## config.mk

```make
export PLATFORM = sky130hd
export DESIGN_NAME = flag_cond_unit
export DESIGN_NICKNAME = d
export VERILOG_FILES = /design/src/rtl/cpu_pkg.sv /design/src/rtl/cond_eval.sv /design/src/rtl/flag_cond_unit.sv
export SDC_FILE = /design/constraint.sdc
export NUM_CORES = 1
export LEC_CHECK = 0
export ABC_AREA = 1
export BUFFER_PORTS_ARGS = -buffer_cell sky130_fd_sc_hd__buf_2
export CAP_MARGIN = 15
export CORE_UTILIZATION = 25
export DETAILED_ROUTE_END_ITERATION = 10
export PLACE_DENSITY = 0.57
export SETUP_SLACK_MARGIN = 0.5
export SKIP_CTS_REPAIR_TIMING = 1
export SLEW_MARGIN = 20
export SYNTH_ARGS = -nofsm -noshare
export SYNTH_HDL_FRONTEND = slang
export SYNTH_SLANG_ARGS = --single-unit
```

## constraint.sdc

```tcl
create_clock -name clk -period 3.1 [get_ports clk]
set_input_delay 0.62 -clock clk [delete_from_list [all_inputs] [get_ports clk]]
set_output_delay 0.62 -clock clk [all_outputs]
set_load 0.01 [all_outputs]
```

## src/rtl/cpu_pkg.sv

```systemverilog
// Shared CPU definitions: LEGv8 condition codes, the NZCV flag struct and
// the condition-field width used by the branch/flag logic.
package cpu_pkg;

   localparam int COND_W = 4;

   typedef enum logic [3:0] {
      COND_EQ = 4'd0,
      COND_NE = 4'd1,
      COND_HS = 4'd2,
      COND_LO = 4'd3,
      COND_MI = 4'd4,
      COND_PL = 4'd5,
      COND_VS = 4'd6,
      COND_VC = 4'd7,
      COND_HI = 4'd8,
      COND_LS = 4'd9,
      COND_GE = 4'd10,
      COND_LT = 4'd11,
      COND_GT = 4'd12,
      COND_LE = 4'd13,
      COND_AL = 4'd14,
      COND_NV = 4'd15
   } cond_e;

   // Bit order matches the architectural {N,Z,C,V} flag view.
   typedef struct packed {
      logic n;
      logic z;
      logic c;
      logic v;
   } nzcv_t;

endpackage

```

## src/rtl/cond_eval.sv

```systemverilog
// Combinational LEGv8 condition evaluator: NZCV + condition code -> taken.
// Shared by the branch resolver and any conditional-select logic.
module cond_eval
   import cpu_pkg::*;
(
   input  nzcv_t flags_i,
   input  cond_e cond_i,
   output logic  taken_o
);

   // Decode the condition against the supplied flags.
   always_comb begin
      taken_o = 1'b1;
      case (cond_i)
         COND_EQ: taken_o = flags_i.z;
         COND_NE: taken_o = ~flags_i.z;
         COND_HS: taken_o = flags_i.c;
         COND_LO: taken_o = ~flags_i.c;
         COND_MI: taken_o = flags_i.n;
         COND_PL: taken_o = ~flags_i.n;
         COND_VS: taken_o = flags_i.v;
         COND_VC: taken_o = ~flags_i.v;
         COND_HI: taken_o = flags_i.c & ~flags_i.z;
         COND_LS: taken_o = ~flags_i.c | flags_i.z;
         COND_GE: taken_o = (flags_i.n == flags_i.v);
         COND_LT: taken_o = (flags_i.n != flags_i.v);
         COND_GT: taken_o = ~flags_i.z & (flags_i.n == flags_i.v);
         COND_LE: taken_o = flags_i.z | (flags_i.n != flags_i.v);
         COND_AL: taken_o = 1'b1;
         COND_NV: taken_o = 1'b1;
         default: taken_o = 1'b1;
      endcase
   end

endmodule

```

## src/rtl/flag_cond_unit.sv

```systemverilog
// Architectural NZCV flag register plus B.cond resolution for the ID stage.
// Build option: define FLAG_BYPASS_EN to forward live EX flags into the
// branch evaluation (no stall); leave it undefined to stall one cycle on the
// EX-writes-flags / ID-branch hazard instead.
module flag_cond_unit #(
   parameter int COND_W = 4
) (
   input  logic              clk,
   input  logic              reset_n,
   input  logic              ex_valid,
   input  logic              ex_set_flags,
   input  logic              ex_negative,
   input  logic              ex_zero,
   input  logic              ex_overflow,
   input  logic              ex_carry_out,
   input  logic              id_br_valid,
   input  logic [COND_W-1:0] id_cond,
   input  logic              flush,
   output logic [3:0]        flags,
   output logic              br_valid,
   output logic              br_taken,
   output logic              stall
);

   import cpu_pkg::*;

   nzcv_t flags_q, flags_d;
   nzcv_t ex_nzcv;
   nzcv_t eval_flags;
   logic  flag_wr;
   logic  resolve;
   logic  cond_taken;
   logic  br_valid_q, br_valid_d;
   logic  br_taken_q, br_taken_d;

   assign flag_wr = ex_valid & ex_set_flags;
   assign ex_nzcv = '{n: ex_negative, z: ex_zero, c: ex_carry_out, v: ex_overflow};

`ifdef FLAG_BYPASS_EN
   // Forward the EX result so a same-cycle branch sees the newest flags.
   assign eval_flags = flag_wr ? ex_nzcv : flags_q;
   assign stall      = 1'b0;
`else
   // No forwarding: hold ID one cycle until the EX write lands in the register.
   assign eval_flags = flags_q;
   assign stall      = id_br_valid & ~flush & flag_wr;
`endif

   cond_eval u_cond_eval (
      .flags_i (eval_flags),
      .cond_i  (cond_e'(id_cond)),
      .taken_o (cond_taken)
   );

   // Next-state: flag write is never gated by flush/stall (EX is older than ID).
   always_comb begin
      flags_d    = flags_q;
      br_valid_d = 1'b0;
      br_taken_d = br_taken_q;
      resolve    = id_br_valid & ~flush & ~stall;
      if (flag_wr) begin
         flags_d = ex_nzcv;
      end
      if (resolve) begin
         br_valid_d = 1'b1;
         br_taken_d = cond_taken;
      end
   end

   // State registers; reset drops any pending branch decision.
   always_ff @(posedge clk or negedge reset_n) begin
      if (!reset_n) begin
         flags_q    <= '0;
         br_valid_q <= 1'b0;
         br_taken_q <= 1'b0;
      end else begin
         flags_q    <= flags_d;
         br_valid_q <= br_valid_d;
         br_taken_q <= br_taken_d;
      end
   end

   assign flags    = flags_q;
   assign br_valid = br_valid_q;
   assign br_taken = br_taken_q;

endmodule
```

==> reports/metrics.cfg <==
[pwr]
power.share.clock_pct=28.9
vdd_ir_drop_max_v=0.000198
seqPwrFrac_pct=40.5
p_sw_share_pct=31.9
power.density_mw_per_mm2=404
leakagePower_nw=0.368
combPwrFrac_pct=30.6
p_sw_mw=0.0753
p_int_mw=0.161

[yosys]
synthAdderAreaFrac_pct=0
yosysSeqAreaShare_pct=34.0
synth_top_family_by_area=simple AND/OR/NAND/NOR gates
synth_top_area_share_pct=34.0
synth_edf_count=0
yosysUniqueCellTypes=11
synth_seq_cells=6
synth_fp_nets=90
synthCells=76
synth_flop_cell=dfrtp_1
ys_top_cells_by_area=dfrtp_1 34%, nand2_1 22%, inv_1 11%
syn_area_sq_um=442
muxShareOfSynthArea_pct=0
ys_top_cells_by_count=26 x nand2_1, 13 x inv_1, 12 x nor2_1, 7 x nand3_1, 6 x dfrtp_1
synth_xor_area_share_pct=0
ys_warn_count=0
synth.avg_cell_area_sq_um=5.81
yosysMostFrequentCell=nand2_1
yosys.area.top_type=dfrtp_1
ys_async_sr_fraction_pct=100
synth_simple_gate_area_share_pct=42.5
synth_compound_area_share_pct=11.6

[critical_path]
startpoint=ex_valid
worstPathArrival_ns=1.21
critPathMaxStageDelay_ns=0.18
rr_worst_depth=10
crit_buf_inv=2
slowest_stage=nand2_1
worst-setup-path-type=in -> out
cp-end-kind=output port
r2r-start=flags[3]
path_cells=buf_2 > nand2_1 > nor3_1 > buf_2
cpMostUsedCell=buf_2
crit_required_ns=2.48
cp_max_fo=10
cp-start-kind=input port
cp.depth=4
r2r_end=br_taken
cp_top_family=simple AND/OR/NAND/NOR gates
crit_path_end=stall
reg2reg_slack_ns=1.89

[clock_network]
clock_latency_ns=0.24
cts_max_level=1
ctsRootBufferMaster=clkbuf_4
numClockSinks=6
cts_buffers=3
cts.path.max_buffers=2
path_clk_slew_ns=0.04
cts_tree=done

[floorplan]
initial_core_util_pct=28.0
ios=21
die_h_microns=44.0
die_w_microns=44.0
die_area_sq_mm=0.00194
num_rows=14
core_area_sq_mm=0.00158

[timing]
worst_pin_slew_ns=0.292
finClkSkew_ns=0.00285
setup_tns_ns=0
drv_slew=0
hold_violations=0
fin_crit_ns=1.83
slew_headroom_pct=80.5
setup_ws_ns=1.27
post-route-period-util_pct=59.1
rsz0062_at_grt=false
setup-violations-final=0
fmax_mhz=546

[route]
viasPerCell=4.45
wirelength_microns=981
via_count=512
remaining_drc_errors=0
antenna_left=0
drt_iter0_drc=9
first_pass_iters=4
wl_per_cell_microns=8.53

[finish]
diodes=0
seqCellArea_sq_um=150
multi_input_area_sq_um=239
nFillCells=183
design_area_sq_um=584
final_nets=115
drive_above_1_share_pct=25.3
area_growth_pct=32.3

[min_path]
hold_path_class=in -> async

[grt]
grt_max_degree=11
grt_pass1_vias=407
grt_pass1_wl_mm=1.68
globalRouteOverflowTotal=0
antenna_found_initial=0
track_usage_pct=11.5

[place]
placed_cell_area_sq_um=562
place.port_buffers=20
dp_slack_ns=1.26
gp_congestion=0.745
hpwlAfterDp_microns=836

[run_status]
outcome=finished clean

[job]
cap_violations=0

-- routing by layer --
layer / GRT usage, % / wire (microns) / up-vias
li1: - / - / 284
met1: 16.6 / 518 / 213
met2: 16.2 / 412 / 15
met3: 1.22 / 51 / 0
met4: 7.27 / 0 / 0
met5: 0 / 0 / -
-- logic make-up after synthesis --
| kind of cell | after synthesis |
|---|---|
| flops | 6 |
| buf+inv | 14 |
| simple gates | 47 |
| compound gates | 9 |
-- area by class of cell --
type                       instances  area share (%)
clock buffer                       3            3.85
inverter                          14            8.99
multi-input combinational         56            40.9
sequential                         6            25.7
tap                               16            3.43
timing repair buffer              20            17.1
-- flip-flops by register name, indices dropped and copies added (netlist names) --
register and flops:
br_valid 1, br_taken 1, flags 4
-- per-stage QoR --
stage                     cells  power (mW)  utilization (%)  hold slack (ns)
after floorplan              76       0.139                -            0.324
after global placement      112       0.169             35.6            0.446
after detailed placement    112       0.169             35.6            0.447
after CTS                   115       0.240             37.1            0.191
after global routing        115       0.256             37.1            0.194
final                       115       0.236             37.1            0.194
-- cell usage in the layout, fill, tap and decap left out --
master    Yosys  layout
o211ai_1      1       1
dfrtp_1       6       6
nand2_1      26      26
inv_1        13      13
nand3_1       7       7
buf_2         0      20
nor3_1        2       2
inv_2         1       1
a21oi_2       1       1
clkbuf_4      0       3
nor2_1       12      12
a21oi_1       5       5
o21ai_0       2       2
-- power by group through the flow --
stage	logic, mW	clock network (mW)	registers, mW
after floorplan	0.0371	0	0.102
final	0.0721	0.0683	0.0955
after global routing	0.0834	0.0752	0.0973
after global placement	0.0722	0	0.0967
after CTS	0.0727	0.0714	0.0956
after detailed placement	0.0725	0	0.0966
-- worst min-delay path by stage --
stage                 start  endpoint
detailed placement  reset_n  br_valid
global route        reset_n  flags[2]
global placement    reset_n  br_valid
CTS                 reset_n  br_taken
floorplan           reset_n  br_taken
finish              reset_n  br_valid
Power figures use the tool's default switching activity.
